===== config.mk =====
export PLATFORM = sky130hd
export DESIGN_NAME = mem_access_sequencer
export DESIGN_NICKNAME = d
export VERILOG_FILES = /design/src/rtl/lc3b_types.sv /design/src/rtl/mem_access_sequencer.sv
export SDC_FILE = /design/constraint.sdc
export NUM_CORES = 1
export LEC_CHECK = 0
export CORE_MARGIN = 5
export CORE_UTILIZATION = 65
export CTS_CLUSTER_DIAMETER = 80
export DETAILED_ROUTE_END_ITERATION = 8
export DONT_BUFFER_PORTS = 1
export GPL_TIMING_DRIVEN = 0
export PLACE_DENSITY = 0.81
export SYNTH_ARGS = -nofsm -noshare
export SYNTH_HDL_FRONTEND = slang
export SYNTH_SLANG_ARGS = --single-unit

===== constraint.sdc =====
create_clock -name clk -period 9.1 [get_ports clk]
set_input_delay 2.73 -clock clk [delete_from_list [all_inputs] [get_ports clk]]
set_output_delay 2.73 -clock clk [all_outputs]
set_load 0.03 [all_outputs]

===== src/rtl/lc3b_types.sv =====
// Shared LC-3b types: datapath word, opcode encodings, store mask and
// the MEM-stage memory sequencer state.
package lc3b_types;

    typedef logic [15:0] lc3b_word;
    typedef logic [3:0]  lc3b_opcode;
    typedef logic [1:0]  lc3b_mem_wmask;

    localparam lc3b_opcode op_br   = 4'b0000;
    localparam lc3b_opcode op_add  = 4'b0001;
    localparam lc3b_opcode op_ldb  = 4'b0010;
    localparam lc3b_opcode op_stb  = 4'b0011;
    localparam lc3b_opcode op_jsr  = 4'b0100;
    localparam lc3b_opcode op_and  = 4'b0101;
    localparam lc3b_opcode op_ldr  = 4'b0110;
    localparam lc3b_opcode op_str  = 4'b0111;
    localparam lc3b_opcode op_rti  = 4'b1000;
    localparam lc3b_opcode op_not  = 4'b1001;
    localparam lc3b_opcode op_ldi  = 4'b1010;
    localparam lc3b_opcode op_sti  = 4'b1011;
    localparam lc3b_opcode op_jmp  = 4'b1100;
    localparam lc3b_opcode op_shf  = 4'b1101;
    localparam lc3b_opcode op_lea  = 4'b1110;
    localparam lc3b_opcode op_trap = 4'b1111;

    typedef enum logic [1:0] {
        S_FIRST  = 2'd0,
        S_SECOND = 2'd1,
        S_DONE   = 2'd2
    } mem_seq_state_t;

    // LDI/STI fetch a pointer before the real access.
    function automatic logic is_indirect(input lc3b_opcode op);
        return (op == op_ldi) || (op == op_sti);
    endfunction

endpackage


===== src/rtl/mem_access_sequencer.sv =====
// MEM-stage data-memory sequencer: one access for plain loads/stores/TRAP,
// pointer read followed by the data access for LDI/STI; stalls until done.
module mem_access_sequencer
    import lc3b_types::*;
#(
    parameter int DATA_W = 16
) (
    input  logic              clk,
    input  logic              reset_n,
    input  logic              valid,
    input  lc3b_opcode        opcode,
    input  logic              read_memory,
    input  logic              write_memory,
    input  logic [DATA_W-1:0] addr,
    input  logic [DATA_W-1:0] wdata,
    input  lc3b_mem_wmask     wmask,
    input  logic              advance,
    input  logic              dmem_resp,
    input  logic [DATA_W-1:0] dmem_rdata,
    output logic              dmem_read,
    output logic              dmem_write,
    output logic [DATA_W-1:0] dmem_address,
    output logic [DATA_W-1:0] dmem_wdata,
    output lc3b_mem_wmask     dmem_wmask,
    output logic [DATA_W-1:0] rdata_out,
    output logic              stall,
    output logic [15:0]       stall_cycles
);

    mem_seq_state_t    r_state, w_next;
    logic [DATA_W-1:0] r_ptr, r_data;
    logic [15:0]       r_stall_cnt;

    logic w_indirect, w_acc, w_is_sti, w_first_acc, w_second;
    logic w_final, w_stall;

    assign w_indirect  = is_indirect(opcode);
    assign w_acc       = valid & (read_memory | write_memory);
    assign w_is_sti    = (opcode == op_sti);
    assign w_first_acc = (r_state == S_FIRST) & w_acc;
    assign w_second    = (r_state == S_SECOND);
    assign w_final     = dmem_resp & ((w_first_acc & ~w_indirect) | w_second);
    assign w_stall     = (w_first_acc | w_second) & ~w_final;

    always_ff @(posedge clk) begin
        if (!reset_n) r_state <= S_FIRST;
        else          r_state <= w_next;
    end

    always_comb begin
        w_next = r_state;
        case (r_state)
            S_FIRST: begin
                if (w_acc & dmem_resp)
                    w_next = w_indirect ? S_SECOND : (advance ? S_FIRST : S_DONE);
            end
            S_SECOND: begin
                if (dmem_resp) w_next = advance ? S_FIRST : S_DONE;
            end
            S_DONE: begin
                if (advance) w_next = S_FIRST;
            end
            default: w_next = S_FIRST;
        endcase
    end

    always_comb begin
        dmem_read    = 1'b0;
        dmem_write   = 1'b0;
        dmem_address = '0;
        dmem_wdata   = '0;
        dmem_wmask   = '0;
        rdata_out    = '0;
        stall        = 1'b0;
        stall_cycles = '0;
        if (reset_n) begin
            case (r_state)
                S_FIRST: begin
                    if (w_acc) begin
                        dmem_address = addr;
                        dmem_read    = read_memory | w_indirect;
                        dmem_write   = write_memory & ~w_indirect;
                        dmem_wdata   = wdata;
                        dmem_wmask   = wmask;
                    end
                end
                S_SECOND: begin
                    // Pointer is forced word-aligned for the dependent access.
                    dmem_address = {r_ptr[DATA_W-1:1], 1'b0};
                    if (w_is_sti) begin
                        dmem_write = 1'b1;
                        dmem_wdata = wdata;
                        dmem_wmask = 2'b11;
                    end else begin
                        dmem_read  = 1'b1;
                    end
                end
                default: ;
            endcase
            stall        = w_stall;
            rdata_out    = w_final ? dmem_rdata : r_data;
            stall_cycles = r_stall_cnt;
        end
    end

    always_ff @(posedge clk) begin
        if (!reset_n) begin
            r_ptr       <= '0;
            r_data      <= '0;
            r_stall_cnt <= '0;
        end else begin
            if (w_first_acc & w_indirect & dmem_resp)
                r_ptr <= dmem_rdata;
            if (w_final & ~(w_second & w_is_sti))
                r_data <= dmem_rdata;
            if (w_stall && (r_stall_cnt != 16'hFFFF))
                r_stall_cnt <= r_stall_cnt + 16'd1;
        end
    end

endmodule


== Word-level counts from Yosys, hierarchy flattened ==
Cells that the tools add are included.

* Bitwise operators: 18
* Add/subtract/negate cells: 1
* Reduce and logical (&&, ||, !) cells: 4
* Equality and inequality tests: 8
* Muxes and demuxes: 29

{| class="wikitable"
|+ Operators by type and width
! kind !! number
|-
| $mux W16 || 8
|-
| $pmux W16 S2 || 2
|-
| $add A16 B1 Y16 const B || 1
|-
| $mux W2 || 8
|-
| $ne A16 B16 Y1 const B || 1
|-
| $and A1 B1 Y1 || 11
|-
| $eq A4 B4 Y1 const B || 2
|-
| $mux W1 || 7
|-
| $pmux W2 S3 || 1
|-
| $ne A2 B2 Y1 const B || 2
|-
| $or A1 B1 Y1 || 4
|-
| $pmux W1 S2 || 2
|-
| $pmux W2 S2 || 1
|-
| $not A1 Y1 || 3
|-
| $reduce_and A3 Y1 || 1
|-
| $eq A2 B1 Y1 const B || 1
|-
| $eq A2 B2 Y1 const B || 1
|-
| $logic_not A2 Y1 || 1
|-
| $ne A2 B1 Y1 const B || 1
|-
| $logic_and A1 B1 Y1 || 1
|-
| $logic_or A1 B1 Y1 || 1
|}

* Logic and storage cells: 64
* Output and inout bits: 69
* Register bits: 50
* Bits of input ports: 61

== Logic depth before layout (Yosys ltp) ==
Gate-level depths: netlist of run 1.

* Depth after elaboration: 9
* Gate-level depth with buffers: 7
* Depth with buffers taken out: 5

== Worst setup path after synthesis of run 1 ==
Ideal clock, no wire load.

* Kind: in2out
* Start: input write_memory
* End: output rdata_out[10]
* Cell stages on the path: 6
* Slack: 2.051 ns
* Arrival: 4.319 ns
* Path buffers: 2
* Required time: 6.370 ns
* Cell sequence: o21ai_0 > nor4_4 > o21ai_1 > buf_4 > buf_6 > mux2i_1

* Word-level cells in the longest chain between the ends: 8

{| class="wikitable"
|+ RTL lines
! item !! line !! text
|-
| start, declared || mem_access_sequencer.sv:13 || <nowiki>input logic write_memory,</nowiki>
|-
| $or A1 B1 Y1 || mem_access_sequencer.sv:38 || <nowiki>assign w_acc = valid & (read_memory | write_memory);</nowiki>
|-
| $and A1 B1 Y1 || mem_access_sequencer.sv:38 ||
|-
| $and A1 B1 Y1 || mem_access_sequencer.sv:40 || <nowiki>assign w_first_acc = (r_state == S_FIRST) & w_acc;</nowiki>
|-
| $and A1 B1 Y1 || mem_access_sequencer.sv:42 || <nowiki>assign w_final = dmem_resp & ((w_first_acc & ~w_indirect) | w_second);</nowiki>
|-
| $or A1 B1 Y1 || mem_access_sequencer.sv:42 ||
|-
| $and A1 B1 Y1 || mem_access_sequencer.sv:42 ||
|-
| $mux W16 || mem_access_sequencer.sv:101 || <nowiki>rdata_out = w_final ? dmem_rdata : r_data;</nowiki>
|-
| $mux W16 || mem_access_sequencer.sv:76 || <nowiki>if (reset_n) begin</nowiki>
|-
| end, declared || mem_access_sequencer.sv:25 || <nowiki>output logic [DATA_W-1:0] rdata_out,</nowiki>
|}

Every way passes these cells.

== Worst setup path after layout of run 1 ==
* Start: input reset_n
* End: output rdata_out[4]

* Word-level cells in the longest chain between the ends: 1

{| class="wikitable"
|+ RTL lines
! item !! line !! text
|-
| start, declared || mem_access_sequencer.sv:9 || <nowiki>input logic reset_n,</nowiki>
|-
| $mux W16 || mem_access_sequencer.sv:76 ||
|}

Every way passes these cells.

==> qor.txt, run 1 <==
status: complete, no violations
internal reg-to-reg setup slack: 7.11 ns
WHS Path Cells: 2
Clk network pwr share: 0.307
Gate Count Post-Synth: 348
critical path type: input pin to output pin
drt first-iter violations: 188
Syn Nets: 410
sw frac: 0.3108
worst min-delay path startpoint: r_data[15]
most frequent cell after synthesis: dfxtp_1
DR pass1 iterations: 4
Num CTS Buffers: 5
logic gate share of total power: 0.176
Area contributors post-synth: dfxtp_1 33%, mux2i_1 16%, and2_1 6.3%, nand2_1 6.0%, nor2_1 5.8%
busiest grt layer: met2
die width: 77.49 um
syn avg cell area: 8.507 sq um
Final Hold Fails: 0
met2 usage: 0.4512
cts hold-fix bufs: 0
Slowest Stage Delay on Critical Path: 0.64 ns
sequential fraction of the synthesis area: 0.3314
final setup vio count: 0
initial antenna violation count: 0
Worst R2R End: r_stall_cnt[1]
Site Rows: 24
max-cap viol count: 0
Worst Setup End Kind: output pin
FF/Latch Area: 980.9 sq um
met1 usage: 0.2953
Synth area leader: dfxtp_1
critical path's top delay family: buffers and inverters
largest net degree at the start of global routing: 17
TNS Setup: 0 ns
GPL Wtd Cong: 0.9347
hold endpoint: r_data[15]
Tmin final: 7.432 ns
met3 usage: 0.07523
CP Max Fanout: 10
critical path's slowest cell: mux2i_1
crit-path most repeated cell: clkbuf_1
fmax: 0.1346 GHz
Post-synth EDFFs: 0
Startpoint Class: input pin
layout net count: 417
grt ovf: 0
number of global-route vias before repair: 2,433
core area: 4384 sq um
RSZ-0062 raised after global routing: false
Slew Limit Headroom: 0.3927
Synth Register Bits: 49
clk_skew: 0.002135 ns
Post-CTS Setup Bufs: 0
I/O pins: 130
final WL: 7.842 mm
Fill cells: 351
CTS tree: done
critical path required time: 6.37 ns
top cell type's share of synthesized area: 0.3314
CP bufs+invs: 3
PortBufs: 0
cell chain of the critical path: clkbuf_1 > clkbuf_1 > clkbuf_1 > nand2_1 > mux2i_1
placed wire-length estimate: 6.155 mm
Worst Max-Slew Pin Slew: 0.9040 ns
clock-pin slew on the worst setup and hold paths: 0.09 ns
Antenna Nets Post-Route: 0
synth unique cells: 47
Vias: 2,587
area of the mapped netlist: 2960 sq um
Synth top cells by count: 49 x dfxtp_1, 48 x mux2i_1, 47 x nand2_1
Global Route Usage Sum: 0.2533
multi-input logic area: 1810 sq um
first-pass GRT wire length: 12.37 mm
DRC: 0
# diodes: 0
Top FF cell, synth: dfxtp_1
Slew Limit Fails: 0
crit path DAT: 4.70 ns
worst skew pair latency: 0.30 ns
warnings from Yosys: 0
clock root buffer: clkbuf_8
Clock Path Buffers: 2
Num Clock Sinks: 49
total die area: 6004 sq um
vias per inst: 6.341
Die Ht: 77.49 um
Period Utilization, post-route: 0.8167
Initial Utilization: 0.6752
worst hold path class: flip-flop to flip-flop
worst r2r path cells: 6
Static Leak: 1.417 nW
Synth async-reset ratio: 0
per-cell routed wire length: 19.22 um
PD cells: 137.0 nW/um^2
post_cts resized: 0
layout cells sized above 1: 0.1039
P&R area growth vs syn: 5.241%
Sequential Power Share: 0.517
worst r2r src: r_stall_cnt[0]
internal power: 0.0002941 W
H-tree depth: 2
VDD IR max: 117.5 uV
Tot Pwr: 0.0004268 W
Switch Pwr: 0.0001327 W
worst reg2reg max path: stages (launching register included):
cell and delay, ns:
dfxtp_1 0.39, ha_1 0.23, nand4_1 0.23, nor4_2 0.50, buf_2 0.30, o21ai_0 0.12, a21oi_1 0.15
how the worst max path moves through the flow:
| stage | from | end | slack (ns) | cells past startpoint |
|---|---|---|---|---|
| global placement | reset_n | rdata_out[4] | 1.63 | 5 |
| finish | reset_n | rdata_out[4] | 1.67 | 5 |
| detailed placement | reset_n | rdata_out[4] | 1.65 | 5 |
| floorplan | write_memory | rdata_out[10] | 2.05 | 6 |
| CTS | reset_n | rdata_out[4] | 1.64 | 5 |
| global route | reset_n | rdata_out[4] | 1.51 | 5 |
power by group through the flow:
stage / clock network [W] / logic [W] / registers [W]
floorplan: 0 / 0.0000638 / 0.000225
global placement: 0 / 0.0000740 / 0.000226
detailed placement: 0 / 0.0000751 / 0.000226
CTS: 0.000135 / 0.0000754 / 0.000221
global route: 0.000147 / 0.0000809 / 0.000221
finish: 0.000131 / 0.0000751 / 0.000221
area by class of cell:
class | count | share of cell area
buffer | 25 | 0.04578
sequential | 49 | 0.3149
clock inverter | 3 | 0.006827
clock buffer | 5 | 0.02209
tap | 52 | 0.02088
multi-input combinational | 267 | 0.5811
inverter | 7 | 0.008434
per-layer routing:
metal,vias up,wire length (um)
met3,8,793
li1,1243,-
met5,-,0
met1,1212,2998
met4,0,104
met2,124,3946
cells by family after synthesis:
group                    synth area share
AO/OA/AOI/OAI                      0.1251
adder cells (fa/ha/maj)          0.004226
buffers and inverters             0.05706
flip-flops                         0.3314
multiplexers                       0.1927
AND/OR/NAND/NOR                    0.2895
through the flow:
stage / setup WS (ns) / std cells / area [sq um] / util / hold WS, ns
final: 1.668 / 408 / 3115 / 0.7106 / 0.4766
after CTS: 1.638 / 408 / 3115 / 0.7106 / 0.4784
after detailed placement: 1.645 / 400 / 3025 / 0.6901 / 0.4647
after global placement: 1.634 / 400 / 3025 / 0.6901 / 0.4533
after global routing: 1.507 / 408 / 3115 / 0.7106 / 0.4904
after floorplan: 2.051 / 348 / 2960 / - / 0.4459
layout by cell type, fill, tap and decap left out, types with 2 or more instances in the layout:
| cell | n |
|---|---|
| nor2_1 | 46 |
| nand4_1 | 4 |
| o21ai_0 | 5 |
| and4_1 | 2 |
| buf_2 | 6 |
| a22oi_1 | 16 |
| mux2i_1 | 48 |
| nor4_4 | 2 |
| mux2_1 | 6 |
| buf_6 | 5 |
| nand3_1 | 7 |
| o31ai_1 | 5 |
| inv_1 | 7 |
| a2111oi_0 | 2 |
| nand2b_1 | 4 |
| nor4_2 | 3 |
| o41ai_1 | 4 |
| clkbuf_1 | 13 |
| clkbuf_8 | 5 |
| nand2_1 | 47 |
| nor3_1 | 5 |
| and2_1 | 30 |
| and3_1 | 2 |
| mux2_2 | 2 |
| dfxtp_1 | 49 |
| a21oi_1 | 6 |
flip-flops by register name, summed over array words and instances (netlist names):
signal	count
r_data	16
r_ptr	15
r_stall_cnt	16
r_state	2
(Power assumes the default switching activity.)
==> run 2: changes to the inputs <==
- CORE_UTILIZATION: 65 -> 57
- PLACE_DENSITY: 0.81 -> 0.75
- clock period: 9.1 -> 6.2 ns (I/O delays scaled with it)
==> run 2 against run 1 <==
Combinational power is 46% higher. Non-clock buffer count stayed put. Register-to-register slack worse by 2.9 ns. Flip-flop and latch count stayed put. Critical path depth stayed put. Highest routed layer unchanged. Hold slack better by 0.0014 ns. Sequential share of layout area is 0.44 points lower. Total power is 56% higher. Final area is 1.4% higher.
==> qor.txt, run 2 (synthesis gave the netlist of run 1 again) <==
worst r2r path cells: 6 (unchanged)
VDD IR max: 154.7 uV (+32%)
Slew Limit Fails: 0 (unchanged)
layout net count: 417 (unchanged)
worst r2r src: r_stall_cnt[0]
Worst Setup End Kind: output pin
final instance area: 3159 sq um (+1.4%)
Tmin final: 5.650 ns
Antenna Nets Post-Route: 0 (unchanged)
die width: 82.07 um (+5.9%)
per-cell routed wire length: 18.57 um (-3.4%)
critical path type: input pin to output pin
number of global-route vias before repair: 2,440 (+0.29%)
Startpoint Class: input pin
total die area: 6735 sq um (+12%)
status: complete, no violations
I/O pins: 130 (unchanged)
CP Max Fanout: 10 (unchanged)
core area: 5075 sq um (+16%)
worst hold path class: flip-flop to flip-flop
final std cells w/o fill: 426 (+4.4%)
initial antenna violation count: 0 (unchanged)
RSZ-0062 raised after global routing: false
Hold Slack: 0.4780 ns (+0.001356 ns)
CTS tree: done
Worst R2R End: r_stall_cnt[1]
Slew Limit Headroom: 0.3809 (-0.01179)
largest net degree at the start of global routing: 16 (-1)
most frequent cells in the layout: 49 x dfxtp_1, 48 x mux2i_1, 47 x nand2_1, 46 x nor2_1, 30 x and2_1
max-cap viol count: 0 (unchanged)
Die Ht: 82.07 um (+5.9%)
TNS Setup: 0 ns (unchanged)
Post-CTS Setup Bufs: 0 (unchanged)
Clock Path Buffers: 2 (unchanged)
final core utilization: 0.6225 (-0.08808)
final setup vio count: 0 (unchanged)
placed wire-length estimate: 6.071 mm (-1.4%)
DR pass1 iterations: 4 (unchanged)
fmax: 0.1770 GHz
internal reg-to-reg setup slack: 4.26 ns (-2.85 ns)
end point of the critical path: rdata_out[14]
worst skew pair latency: 0.30 ns (about the same)
post_cts resized: 0 (unchanged)
worst min-delay path startpoint: r_data[15]
GPL Wtd Cong: 0.9118 (-2.4%)
Initial Utilization: 0.5833 (-0.09189)
H-tree depth: 2 (unchanged)
vias per inst: 6.031 (-4.9%)
PortBufs: 0 (unchanged)
clock root buffer: clkbuf_8
PD cells: 210.3 nW/um^2 (+54%)
layout cells sized above 1: 0.1011 (-0.002809)
Num Clock Sinks: 49 (unchanged)
Period Utilization, post-route: 0.9113
clk_skew: 0.006207 ns (+0.004072 ns)
CP startpoint: reset_n
critical path required time: 4.34 ns (-2.03 ns)
Cells after DPL: 418 (+4.5%)
Static Leak: 1.428 nW (+0.77%)
cts hold-fix bufs: 0 (unchanged)
Vias: 2,569 (-0.70%)
Global Route Usage Sum: 0.2321 (-0.02120)
clock-pin slew on the worst setup and hold paths: 0.09 ns (about the same)
Worst Max-Slew Pin Slew: 0.9216 ns (+0.01755 ns)
# diodes: 0 (unchanged)
DRC: 0 (unchanged)
grt ovf: 0 (unchanged)
drt first-iter violations: 209 (+11%)
Num CTS Buffers: 5 (unchanged)
DP Area: 3048 sq um (+0.74%)
final WL: 7.909 mm (+0.85%)
biggest regs: r_data: 16 flops, r_stall_cnt: 16 flops, r_ptr: 15 flops
crit path DAT: 3.79 ns (-0.91 ns)
Site Rows: 26 (+8.3%)
Final Hold Fails: 0 (unchanged)
most common cell after layout, fill and taps aside: dfxtp_1
first-pass GRT wire length: 12.07 mm (-2.4%)
P&R area growth vs syn: 6.720%
==> run 2: changes by cell type in the layout (fill, tap and decap cells not counted) <==
cell        delta
bufinv_16      +1
clkbuf_1       +1
clkinv_2       -1
clkinv_4       +1
clkinvlp_4     -1
inv_6          -1
==> run 2: through the flow <==
step,setup WS [ns],total power [W]
finish,0.5501,0.0006645
CTS,0.5462,0.0006661
global route,0.3730,0.0006913
detailed placement,0.5372,0.0004417
global placement,0.5673,0.0004397
floorplan,0.8914,0.0004242
==> run 2: how the worst min path moves through the flow <==
stage                       to  slack (ns)  cells after the start
floorplan            r_data[0]        0.45                      2
global placement     r_data[8]        0.45                      2
detailed placement  r_data[15]        0.46                      2
CTS                 r_data[15]        0.48                      2
global route         r_data[8]        0.50                      2
finish              r_data[15]        0.48                      2
==> run 2: area by class of cell <==
type / count / area, sq um
plain buffers: 25 / 142.6
well taps: 70 / 87.58
fillers: 478 / 1916
clock buffers: 6 / 72.57
inverters: 7 / 26.28
flip-flops and latches: 49 / 980.9
multi-input cells: 267 / 1810
clock inverters: 2 / 38.79
==> run 2: critical path, stage by stage <==
cell      delay (ns)
clkbuf_1        0.31
clkbuf_1        0.39
clkbuf_1        0.47
nand2_1         0.14
mux2i_1         0.61
==> run 2: per-layer routing <==
layer / vias up / routed length [um] / track usage
li1: 1235 / - / -
met1: 1203 / 3196 / 0.2863
met2: 114 / 3765 / 0.3837
met3: 17 / 763 / 0.06689
met4: 0 / 184 / 0.08306
met5: - / 0 / 0
==> run 2: power by group <==
group	switching, W	internal (W)
registers	0.00000253	0.000321
logic	0.0000804	0.0000301
clock network	0.000109	0.000121
total	0.000192	0.000473
==> run 3: changes to the inputs <==
- CTS_CLUSTER_DIAMETER: 80 -> 60
==> results of run 3 <==
Same layout as run 2: the final DEF is identical, and so are final timing and power.
